### config.mk
export PLATFORM = sky130hd
export DESIGN_NAME = cmd_proc
export DESIGN_NICKNAME = d
export VERILOG_FILES = /design/src/rtl/cmd_proc_pkg.sv /design/src/rtl/cmd_proc.sv
export SDC_FILE = /design/constraint.sdc
export NUM_CORES = 1
export LEC_CHECK = 0
export CAP_MARGIN = 10
export CORE_ASPECT_RATIO = 0.75
export CORE_MARGIN = 10
export CORE_UTILIZATION = 51
export DETAILED_ROUTE_END_ITERATION = 6
export GPL_ROUTABILITY_DRIVEN = 0
export PLACE_DENSITY = 0.88
export SETUP_SLACK_MARGIN = 0.4
export SLEW_MARGIN = 20
export SYNTH_ARGS = -nofsm -noshare
export SYNTH_HDL_FRONTEND = slang
export SYNTH_SLANG_ARGS = --single-unit
### constraint.sdc
create_clock -name clk -period 3 [get_ports clk]
set_clock_uncertainty 0.2 [all_clocks]
set_input_delay 0.45 -clock clk [delete_from_list [all_inputs] [get_ports clk]]
set_output_delay 0.45 -clock clk [all_outputs]
set_load 0.05 [all_outputs]
### src/rtl/cmd_proc_pkg.sv
`default_nettype none
// ============================================================================
//  Module  : cmd_proc_pkg
//  Purpose : Shared definitions for the command processor: opcodes, response
//            status codes, FSM state encoding, and the bit positions of the
//            fields inside command and response words.
//  Ports   : none (package)
//  Rev     : 1.0  initial release
// ============================================================================
package cmd_proc_pkg;

    // Opcodes carried in command word [31:24]
    localparam logic [7:0] OP_NOP   = 8'h00;
    localparam logic [7:0] OP_WRITE = 8'h01;
    localparam logic [7:0] OP_READ  = 8'h02;

    // Status codes carried in response word [31:24]
    localparam logic [7:0] ST_OK      = 8'h00;
    localparam logic [7:0] ST_BADOP   = 8'h01;
    localparam logic [7:0] ST_TIMEOUT = 8'h02;

    // Command word fields
    localparam int CMD_OP_MSB   = 31;
    localparam int CMD_OP_LSB   = 24;
    localparam int CMD_ADDR_MSB = 23;
    localparam int CMD_ADDR_LSB = 16;
    localparam int CMD_DATA_MSB = 15;
    localparam int CMD_DATA_LSB = 0;

    // Response word fields
    localparam int RSP_ST_MSB   = 31;
    localparam int RSP_ST_LSB   = 24;
    localparam int RSP_ADDR_MSB = 23;
    localparam int RSP_ADDR_LSB = 16;
    localparam int RSP_DATA_MSB = 15;
    localparam int RSP_DATA_LSB = 0;

    typedef enum logic [2:0] {
        S_IDLE  = 3'd0,
        S_POP   = 3'd1,
        S_LATCH = 3'd2,
        S_BUS   = 3'd3,
        S_RESP  = 3'd4
    } state_t;

    // Assemble a response word from its three fields
    function automatic logic [31:0] pack_rsp(input logic [7:0]  status,
                                             input logic [7:0]  addr,
                                             input logic [15:0] data);
        logic [31:0] w;
        w                           = '0;
        w[RSP_ST_MSB:RSP_ST_LSB]     = status;
        w[RSP_ADDR_MSB:RSP_ADDR_LSB] = addr;
        w[RSP_DATA_MSB:RSP_DATA_LSB] = data;
        return w;
    endfunction

endpackage
`default_nettype wire

### src/rtl/cmd_proc.sv
`default_nettype none
// ============================================================================
//  Module  : cmd_proc
//  Purpose : Pops 32-bit commands from the serial-link command FIFO, performs
//            the register read/write they describe on a req/ack register bus,
//            and pushes exactly one 32-bit response per command.
//  Ports   :
//    clk, rst          clock, synchronous active-high reset
//    cmd_fifo_*        command FIFO read side (standard, non-FWFT)
//    rsp_fifo_*        response FIFO write side
//    reg_*             register bus (level requests, one-cycle ack)
//    busy              high whenever the FSM is not idle
//  Options :
//    CMD_PROC_TIMEOUT_EN  when defined, a bus request with no reg_ack for
//                         P_TIMEOUT_CYCLES cycles is aborted with status 0x02
//  Rev     : 1.0  initial release
// ============================================================================
module cmd_proc
    import cmd_proc_pkg::*;
#(
    parameter int P_TIMEOUT_CYCLES = 1024,
    parameter int P_TMO_W          = 11
) (
    input  logic        clk,
    input  logic        rst,
    input  logic [31:0] cmd_fifo_dout,
    output logic        cmd_fifo_rd_en,
    input  logic        cmd_fifo_empty,
    output logic [31:0] rsp_fifo_din,
    output logic        rsp_fifo_wr_en,
    input  logic        rsp_fifo_full,
    output logic [7:0]  reg_addr,
    output logic [15:0] reg_wdata,
    output logic        reg_wr,
    output logic        reg_rd,
    input  logic [15:0] reg_rdata,
    input  logic        reg_ack,
    output logic        busy
);

    // The timeout counter must be able to hold the timeout value
    if (P_TMO_W < $clog2(P_TIMEOUT_CYCLES + 1)) begin : g_tmo_w_check
        $error("cmd_proc: P_TMO_W too narrow for P_TIMEOUT_CYCLES");
    end

    state_t      state_q,     state_d;
    logic [31:0] cmd_q,       cmd_d;
    logic        rd_en_q,     rd_en_d;
    logic        wr_en_q,     wr_en_d;
    logic [31:0] rsp_din_q,   rsp_din_d;
    logic [7:0]  reg_addr_q,  reg_addr_d;
    logic [15:0] reg_wdata_q, reg_wdata_d;
    logic        reg_wr_q,    reg_wr_d;
    logic        reg_rd_q,    reg_rd_d;
    logic        busy_q,      busy_d;

`ifdef CMD_PROC_TIMEOUT_EN
    localparam logic [P_TMO_W-1:0] C_TMO_LAST = P_TMO_W'(P_TIMEOUT_CYCLES - 1);
    logic [P_TMO_W-1:0] tmo_q, tmo_d;
`endif

    // Fields of the word presented by the FIFO during LATCH
    logic [7:0]  w_in_op;
    logic [7:0]  w_in_addr;
    logic [15:0] w_in_data;
    // Fields of the latched command used while on the bus
    logic [7:0]  w_cmd_op;
    logic [7:0]  w_cmd_addr;
    logic [15:0] w_cmd_data;

    assign w_in_op    = cmd_fifo_dout[CMD_OP_MSB:CMD_OP_LSB];
    assign w_in_addr  = cmd_fifo_dout[CMD_ADDR_MSB:CMD_ADDR_LSB];
    assign w_in_data  = cmd_fifo_dout[CMD_DATA_MSB:CMD_DATA_LSB];
    assign w_cmd_op   = cmd_q[CMD_OP_MSB:CMD_OP_LSB];
    assign w_cmd_addr = cmd_q[CMD_ADDR_MSB:CMD_ADDR_LSB];
    assign w_cmd_data = cmd_q[CMD_DATA_MSB:CMD_DATA_LSB];

    always_comb begin
        state_d     = state_q;
        cmd_d       = cmd_q;
        rd_en_d     = 1'b0;
        wr_en_d     = 1'b0;
        rsp_din_d   = rsp_din_q;
        reg_addr_d  = reg_addr_q;
        reg_wdata_d = reg_wdata_q;
        reg_wr_d    = reg_wr_q;
        reg_rd_d    = reg_rd_q;
`ifdef CMD_PROC_TIMEOUT_EN
        tmo_d       = tmo_q;
`endif

        // Outputs are registered, so each pulse is raised on the transition
        // into the state that owns it. The push is requested on entry to RESP
        // when room is already available, giving the 2-cycle rd_en->wr_en gap.
        case (state_q)
            S_IDLE: begin
                if (!cmd_fifo_empty) begin
                    state_d = S_POP;
                    rd_en_d = 1'b1;
                end
            end

            S_POP: begin
                state_d = S_LATCH;
            end

            S_LATCH: begin
                cmd_d = cmd_fifo_dout;
                case (w_in_op)
                    OP_NOP: begin
                        rsp_din_d = pack_rsp(ST_OK, w_in_addr, w_in_data);
                        state_d   = S_RESP;
                        wr_en_d   = !rsp_fifo_full;
                    end
                    OP_WRITE, OP_READ: begin
                        reg_addr_d  = w_in_addr;
                        reg_wdata_d = w_in_data;
                        reg_wr_d    = (w_in_op == OP_WRITE);
                        reg_rd_d    = (w_in_op == OP_READ);
                        state_d     = S_BUS;
`ifdef CMD_PROC_TIMEOUT_EN
                        tmo_d       = '0;
`endif
                    end
                    default: begin
                        rsp_din_d = pack_rsp(ST_BADOP, w_in_addr, 16'h0000);
                        state_d   = S_RESP;
                        wr_en_d   = !rsp_fifo_full;
                    end
                endcase
            end

            S_BUS: begin
                // Ack is checked first so an ack on the expiry cycle wins
                if (reg_ack) begin
                    reg_wr_d  = 1'b0;
                    reg_rd_d  = 1'b0;
                    rsp_din_d = pack_rsp(ST_OK, w_cmd_addr,
                                         (w_cmd_op == OP_READ) ? reg_rdata : w_cmd_data);
                    state_d   = S_RESP;
                    wr_en_d   = !rsp_fifo_full;
                end
`ifdef CMD_PROC_TIMEOUT_EN
                else if (tmo_q == C_TMO_LAST) begin
                    reg_wr_d  = 1'b0;
                    reg_rd_d  = 1'b0;
                    rsp_din_d = pack_rsp(ST_TIMEOUT, w_cmd_addr, 16'h0000);
                    state_d   = S_RESP;
                    wr_en_d   = !rsp_fifo_full;
                end else begin
                    tmo_d = tmo_q + P_TMO_W'(1);
                end
`endif
            end

            S_RESP: begin
                if (wr_en_q) begin
                    state_d = S_IDLE;
                end else if (!rsp_fifo_full) begin
                    wr_en_d = 1'b1;
                end
            end

            default: begin
                state_d = S_IDLE;
            end
        endcase

        busy_d = (state_d != S_IDLE);
    end

    always_ff @(posedge clk) begin
        if (rst) begin
            state_q     <= S_IDLE;
            cmd_q       <= '0;
            rd_en_q     <= 1'b0;
            wr_en_q     <= 1'b0;
            rsp_din_q   <= '0;
            reg_addr_q  <= '0;
            reg_wdata_q <= '0;
            reg_wr_q    <= 1'b0;
            reg_rd_q    <= 1'b0;
            busy_q      <= 1'b0;
`ifdef CMD_PROC_TIMEOUT_EN
            tmo_q       <= '0;
`endif
        end else begin
            state_q     <= state_d;
            cmd_q       <= cmd_d;
            rd_en_q     <= rd_en_d;
            wr_en_q     <= wr_en_d;
            rsp_din_q   <= rsp_din_d;
            reg_addr_q  <= reg_addr_d;
            reg_wdata_q <= reg_wdata_d;
            reg_wr_q    <= reg_wr_d;
            reg_rd_q    <= reg_rd_d;
            busy_q      <= busy_d;
`ifdef CMD_PROC_TIMEOUT_EN
            tmo_q       <= tmo_d;
`endif
        end
    end

    assign cmd_fifo_rd_en = rd_en_q;
    assign rsp_fifo_wr_en = wr_en_q;
    assign rsp_fifo_din   = rsp_din_q;
    assign reg_addr       = reg_addr_q;
    assign reg_wdata      = reg_wdata_q;
    assign reg_wr         = reg_wr_q;
    assign reg_rd         = reg_rd_q;
    assign busy           = busy_q;

endmodule
`default_nettype wire
Word-level counts from Yosys, hierarchy flattened
Cells that the tools add are included.
{"block": "classes", "eq_ne": 10, "muxes": 20, "n_bitwise": 1, "reduce_logical": 10}
{"cell": "$pmux W32 S2", "count": 2}
{"cell": "$mux W32", "count": 1}
{"cell": "$eq A8 B2 Y1 const B", "count": 2}
{"cell": "$mux W16", "count": 1}
{"cell": "$pmux W3 S5", "count": 1}
{"cell": "$mux W3", "count": 4}
{"cell": "$eq A8 B1 Y1 const B", "count": 1}
{"cell": "$logic_not A8 Y1", "count": 1}
{"cell": "$mux W1", "count": 8}
{"cell": "$eq A3 B2 Y1 const B", "count": 2}
{"cell": "$ne A2 B2 Y1 const B", "count": 3}
{"cell": "$reduce_and A3 Y1", "count": 2}
{"cell": "$pmux W1 S2", "count": 2}
{"cell": "$reduce_or A2 Y1", "count": 2}
{"cell": "$eq A3 B1 Y1 const B", "count": 1}
{"cell": "$eq A3 B3 Y1 const B", "count": 1}
{"cell": "$logic_not A3 Y1", "count": 1}
{"cell": "$pmux W1 S3", "count": 1}
{"cell": "$reduce_bool A3 Y1", "count": 1}
{"cell": "$reduce_and A2 Y1", "count": 1}
{"cell": "$reduce_bool A2 Y1", "count": 1}
{"cell": "$logic_not A1 Y1", "count": 1}
{"cell": "$not A1 Y1", "count": 1}
{"block": "totals", "ff_bits": 96, "out_inout_bits": 61, "elab_cells": 51}

Longest topological paths before layout
Gate-level depths: netlist of run 1.
{"block": "logic_depth", "word_depth": 5, "depth_mapped": 8, "mapped_depth_nobuf": 4}

Worst setup path after synthesis of run 1
Ideal clock, no wire load.
{"block": "synth_path", "kind": "input -> register", "startpoint": "input cmd_fifo_dout[28]", "endpoint": "register rsp_din_q[13], in the netlist rsp_fifo_din[13]", "setup_ns": 0.089, "arrival_ns": 1.672, "t_required_ns": 2.711, "slack_ns": 1.039, "stages": 6, "n_path_buf": 2, "path_cell_list": "nor4_4 -> a31oi_4 -> or2_1 -> buf_6 -> buf_8 -> a311oi_2"}
{"block": "synth_via", "elab_chain_cells": 4}
{"element": "start: declaration", "line_no": "cmd_proc.sv:26", "rtl": "input logic [31:0] cmd_fifo_dout,"}
{"element": "$eq A8 B1 Y1 or $eq A8 B2 Y1 (tied branches)", "line_no": "cmd_proc.sv:109", "rtl": "case (w_in_op)"}
{"element": "$reduce_or A2 Y1", "line_no": "cmd_proc.sv:109"}
{"element": "$pmux W32 S2 or $ne A2 B2 Y1 (tied branches)"}
{"element": "$pmux W32 S2 or $reduce_and A3 Y1 (tied branches)"}
{"element": "end signal: assignment", "line_no": "cmd_proc.sv:192", "rtl": "rsp_din_q <= rsp_din_d;"}
{"element": "end: declaration", "line_no": "cmd_proc.sv:50", "rtl": "logic [31:0] rsp_din_q, rsp_din_d;"}
Parallel ways exist; a longest one is shown, timed or not. The select of a mux whose other input is x is not followed.
A chain may end at the register's enable or synchronous reset.

Worst setup path in the final report of run 1
{"block": "layout_path", "startpoint": "register state_q[0]", "endpoint": "register rsp_din_q[8], in the netlist rsp_fifo_din[8]"}
{"block": "layout_via", "elab_chain_cells": 3}
{"element": "start: declaration", "line_no": "cmd_proc.sv:46", "rtl": "state_t state_q, state_d;"}
{"element": "start signal: assignment", "line_no": "cmd_proc.sv:188", "rtl": "state_q <= state_d;"}
{"element": "$eq A3 B2 Y1", "line_no": "cmd_proc.sv:95", "rtl": "case (state_q)"}
{"element": "$ne A2 B2 Y1 (no source line) or $reduce_bool A2 Y1 (tied branches)"}
{"element": "$reduce_and A3 Y1 (no source line)"}
Parallel ways exist; a longest one is shown, timed or not.

==> results of run 1 <==
[synthesized netlist by cell type, types with 8 or more instances]
| master | count | area [um2] |
|---|---|---|
| a211oi_2 | 8 | 100 |
| a21o_1 | 16 | 120 |
| a21oi_1 | 60 | 300 |
| a311oi_2 | 12 | 180 |
| buf_2 | 11 | 55.1 |
| buf_4 | 10 | 75.1 |
| clkbuf_1 | 21 | 78.8 |
| dfxtp_1 | 89 | 1780 |
| mux2i_1 | 8 | 80.1 |
| nand2_1 | 131 | 492 |
| nand3_1 | 16 | 80.1 |
| nor3_1 | 24 | 120 |
| o21ai_0 | 18 | 90.1 |
[through the flow]
stage	cells	setup WS (ns)	area [um2]	util, %	hold slack, ns
after global routing	669	0.401	5240	70.2	0.284
after detailed placement	654	0.238	5050	67.7	0.244
after floorplan	481	1.04	4000	-	0.233
after CTS	669	0.592	5240	70.2	0.257
final	669	0.577	5240	70.2	0.258
after global placement	654	0.355	5050	67.7	0.238
[sequential cells by signal, summed over array words and instances (netlist names)]
signal	flops
cmd_q	32
rsp_fifo_din	25
reg_wdata	16
reg_addr	8
state_q	3
busy	1
cmd_fifo_rd_en	1
reg_rd	1
reg_wr	1
rsp_fifo_wr_en	1
[where the power goes]
part / leakage (nW) / internal, mW / total [mW] / switching [mW]
Clock: 0.0840 / 0.383 / 0.821 / 0.438
Sequential: 0.721 / 1.22 / 1.25 / 0.0296
Combinational: 0.870 / 0.160 / 0.425 / 0.265
Total: 1.67 / 1.76 / 2.50 / 0.732
[cell type report]
type | count | area [um2]
Fill cell | 588 | 2220
Multi-Input combinational cell | 343 | 1980
Sequential cell | 89 | 1780
Timing Repair Buffer | 119 | 1160
Tap cell | 101 | 126
Clock buffer | 9 | 124
Clock inverter | 6 | 68.8
Inverter | 2 | 7.51
[logic make-up (layout without fill, tap and decap cells)]
group	Yosys count	after routing	synth area share, %
flip-flops	89	89	44.8
other	1	7	0.0943
buffers and inverters	49	136	6.67
AO/OA/AOI/OAI	126	126	22.9
XOR/XNOR	1	1	0.409
multiplexers	8	8	2.01
AND/OR/NAND/NOR	201	201	23.2
[layer usage]
metal | track usage, % | wire, um
met1 | 23.6 | 5070
met2 | 36.4 | 6000
met3 | 7.88 | 1190
met4 | 5.05 | 180
met5 | 0 | 0
[layout by cell type (no fill, tap or decap), drive strengths merged, types with 4 or more instances in the layout]
cell type,n
a211oi,9
a21o,16
a21oi,60
a311oi,16
buf,14
clkbuf,9
clkdlybuf4s50,105
clkinvlp,4
conb,7
dfxtp,89
mux2i,8
nand2,131
nand3,16
nor2,7
nor3,24
o21ai,19
[final timing paths]
| kind | slack [ns] | end |
|---|---|---|
| setup / recovery | 0.58 | rsp_fifo_din[8]$_SDFFE_PP0P_ |
| hold / removal | 0.26 | cmd_q[22]$_SDFFE_PP0N_ |
| setup reg to reg | 0.58 | rsp_fifo_din[8]$_SDFFE_PP0P_ |
| hold reg to reg | 0.26 | cmd_q[22]$_SDFFE_PP0N_ |
[worst register-to-register path, cell delays in order (launching register included)]
cell      delay, ns
dfxtp_1        0.49
nand3b_1       0.47
nor2_2         0.25
buf_4          0.22
or2_1          0.12
buf_4          0.35
a311oi_2       0.17
==> qor.csv, run 1 <==
metric;value;unit
wl;12.4;mm
io_pins;114;
viasPerCell;5.79;
critical_path_buf_inv_count;2;
coreArea;7470;um2
final_antenna_net_count;0;
status;finished clean;
critPathLaunch;state_q[0]$_SDFF_PP0_;
ys_seq_area_share;44.8;%
clk_latency;0.36;ns
cap_violations;0;
end_kind;flip-flop;
dieArea;11800;um2
cpLargestDelayFamily;simple AND/OR/NAND/NOR gates;
ys_ff_latch;89;
synth_cell_types;46;
drt_iter0_drc;327;
syn_avg_cell_area;8.37;um2
power.density;476;nW/um2
ctsResizeCount;0;
ys_async_sr_fraction;0;%
arrival;2.44;ns
hold_buffers;0;
r2r_start;state_q[0]$_SDFF_PP0_;
path_cells;nand3b_1 -> nor2_2 -> buf_4 -> or2_1 -> buf_4 -> a311oi_2;
fp-row-count;27;
hold_violations;0;
path_clk_slew;0.08;ns
grt_usage;20.8;%
antenna_found_initial;0;
grt_max_degree;64;
startpoint_type;flip-flop;
max_stage_delay;0.49;ns
final_nets;617;
hpwl;8.77;mm
synth_edf_count;0;
clockRootBuffer;clkbuf_8;
hp-start;cmd_q[22]$_SDFFE_PP0N_;
start_util;53.3;%
grt_pass1_wl;19.9;mm
antenna_cells;0;
cts_tree;done;
io_buffers;106;
grt_pass1_vias;3976;
synth_flop_cell;dfxtp_1;
rsz0062_at_grt;false;
relSlewSlack;29.7;%
cts_setup_buffers;0;
drc_errors;0;
drtPass1Iterations;5;
drive_gt1_share;10.4;%
ir_drop;0.249;mV
num_vias;3876;
hold_class;reg -> reg;
required;3.01;ns
cp_num_cells;6;
cts_buffers;9;
fmax;413;MHz
synthesis.instances;475;
cts_max_path_buffers;2;
cpMaxStageDelayCell;dfxtp_1;
clkSinkCount;89;
setup_viol;0;
cts_max_level;3;
fin_crit;2.42;ns
cpMostUsedCell;buf_4;
critical_path_class;reg -> reg;
fin_setup_tns;0;ns
power.leakage;1.67;nW
hold_depth;2;
grt_overflow;0;
area_growth;31.8;%
wire_per_inst;18.6;um
synth_area;3980;um2
cp_max_fo;24;
worstMarginPinSlew;1.05;ns
yosysWarningCount;0;
power.total;2.50;mW
slew_violations;0;
period_share;80.8;%
die_h;96.5;um
die_x;122;um
rr_worst_depth;6;
Power figures use the tool's default switching activity.
==> inputs of run 2 (changes only) <==
--- a/config.mk
+++ b/config.mk
@@ -8,10 +8,10 @@
 export CAP_MARGIN = 10
 export CORE_ASPECT_RATIO = 0.75
 export CORE_MARGIN = 10
-export CORE_UTILIZATION = 51
+export CORE_UTILIZATION = 48
 export DETAILED_ROUTE_END_ITERATION = 6
 export GPL_ROUTABILITY_DRIVEN = 0
-export PLACE_DENSITY = 0.88
+export PLACE_DENSITY = 0.84
 export SETUP_SLACK_MARGIN = 0.4
 export SLEW_MARGIN = 20
 export SYNTH_ARGS = -nofsm -noshare
==> constraint.sdc (replaced) <==
create_clock -name clk -period 2.4 [get_ports clk]
set_clock_uncertainty 0.2 [all_clocks]
set_input_delay 0.36 -clock clk [delete_from_list [all_inputs] [get_ports clk]]
set_output_delay 0.36 -clock clk [all_outputs]
set_load 0.05 [all_outputs]
==> run 2 against run 1 <==
Compared with the run above: global-route usage down 1.4 points; power up 25%; sequential share of layout area fell by 0.47 points; sequential power rose by 25%; utilization decreased by 3.5 points; non-clock buffer count up 10; flip-flop and latch count is the same; die area up 5.1%; first-iteration DRC count increased by 3.4%; critical path type is now in -> reg; largest cell class unchanged; largest power group unchanged.
==> qor.csv, run 2 (synthesis results as in run 1) <==
metric;value;unit
status;finished clean;
layout_common_cells;nand2_1 (131), dfxtp_1 (87), a21oi_1 (60);
required;2.49;ns
critical_path_class;in -> reg;
antenna_found_initial;0;
dieArea;12400;um2
postLayoutCellArea;5330;um2
viasPerCell;5.59;
relSlewSlack;61.9;%
grt_overflow;0;
coreArea;7990;um2
period_share;80.5;%
cts_max_level;3;
hold_violations;0;
grt-busiest-layer;met2;
clockRootBuffer;clkbuf_8;
hpwl;8.75;mm
cap_violations;0;
path_cells;clkdlybuf4s50_1 -> or4_1 -> nor4_4 -> o21ai_0 -> a21oi_1;
slew_violations;0;
final_antenna_net_count;0;
hold_class;in -> reg;
rr_worst_depth;5;
layout_commonest_cell;nand2_1;
register_area;1790;um2
regMostFlops;cmd_q;
clkPwrFrac;32.8;%
hp-start;cmd_fifo_dout[29];
path_clk_slew;0.09;ns
worstMarginPinSlew;0.574;ns
area_growth;34.1;%
cp_max_fo;3;
ir_drop;0.306;mV
dp.cells;666;
power.leakage;2.01;nW
intPower;2.21;mW
final_nets;627;
io_pins;114;
wire_per_inst;18.0;um
startpoint_type;primary input;
antenna_cells;0;
final_cell_count_no_fill;684;
p_seq_share;50.2;%
r2r_setup_slack;0.48;ns
fp-row-count;28;
fmax;518;MHz
r2r_start;state_q[0]$_SDFF_PP0_;
max_stage_delay;0.60;ns
p_sw_share;29.0;%
die_h;98.8;um
wl;12.3;mm
grtUsageMet1;23.0;%
hold_buffers;0;
drt_iter0_drc;338;
cts_max_path_buffers;2;
multi_input_area;2020;um2
cts_buffers;9;
arrival;2.03;ns
rr_endpoint;rsp_fifo_din[4]$_SDFFE_PP0P_;
grt_usage;19.4;%
cpLargestDelayFamily;simple AND/OR/NAND/NOR gates;
num_vias;3826;
fin_crit;1.93;ns
grt_pass1_vias;3917;
die_x;125;um
end_kind;flip-flop;
io_buffers;106;
cp_num_cells;5;
combPwrFrac;17.1;%
p_sw;902;uW
fillCellCount;671;
grt.met3_usage;6.48;%
power.density;583;nW/um2
critPathLaunch;cmd_fifo_dout[30];
clk_latency;0.36;ns
start_util;49.8;%
dpl_cell_area;5140;um2
cpMaxStageDelayCell;or4_1;
cts_tree;done;
clkSinkCount;89;
drtPass1Iterations;4;
drive_gt1_share;13.0;%
grt_max_degree;44;
crit_end;reg_wr$_SDFFE_PP0P_;
grt_pass1_wl;20.1;mm
drc_errors;0;
met2_usage;33.0;%
critical_path_buf_inv_count;1;
rsz0062_at_grt;false;
largest_register_ffs;32;
setup_viol;0;
run 2: layout make-up:
type / instances / share of cell area, %
multi-input combinational: 343 / 37.8
sequential: 89 / 33.5
timing repair buffer: 129 / 22.5
clock buffer: 12 / 2.53
tap: 105 / 2.46
clock inverter: 4 / 1.01
inverter: 2 / 0.141
run 2: power by group through the flow:
stage	combinational (mW)	clock, mW	sequential (mW)
after floorplan	0.229	0	1.68
final	0.531	1.02	1.56
after global placement	0.525	0	1.59
after detailed placement	0.536	0	1.59
after CTS	0.522	1.03	1.56
after global routing	0.564	1.08	1.57
run 2: worst min-delay path by stage:
| stage | endpoint | slack (ns) | depth (start not counted) |
|---|---|---|---|
| final | cmd_q[29]$_SDFFE_PP0N_ | 0.16 | 3 |
| after global routing | cmd_q[29]$_SDFFE_PP0N_ | 0.19 | 3 |
| after floorplan | rsp_fifo_wr_en$_SDFF_PP0_ | 0.23 | 1 |
| after global placement | cmd_q[14]$_SDFFE_PP0N_ | 0.24 | 2 |
| after CTS | cmd_q[28]$_SDFFE_PP0N_ | 0.23 | 3 |
| after detailed placement | cmd_q[4]$_SDFFE_PP0N_ | 0.24 | 2 |
run 2: worst min-delay path, stage by stage:
cell and delay [ns]:
dlymetal6s2s_1 0.17, nand2_1 0.08, a21oi_1 0.06
run 2: repair_timing:
item	4_1_cts	5_1_grt
pin swaps	2	2
gates resized for setup	60	10
endpoints found under the setup margin	84	26
setup buffers	2	0
run 2: through the flow:
stage	power [mW]	hold slack [ns]	TNS, ns	util, %	setup WS, ns
2_1_floorplan	1.91	0.229	0	-	0.441
5_1_grt	3.21	0.192	0	66.8	0.404
6_report	3.11	0.165	0	66.8	0.468
4_1_cts	3.11	0.233	0	66.3	0.413
3_3_place_gp	2.12	0.238	0	64.4	0.0464
3_5_place_dp	2.13	0.243	-0.431	64.4	-0.0651
run 2: routing by layer:
| layer | vias up | part of all wire, % |
|---|---|---|
| li1 | 1836 | - |
| met1 | 1818 | 42 |
| met2 | 160 | 47 |
| met3 | 12 | 9.7 |
| met4 | 0 | 1.0 |
| met5 | - | 0 |
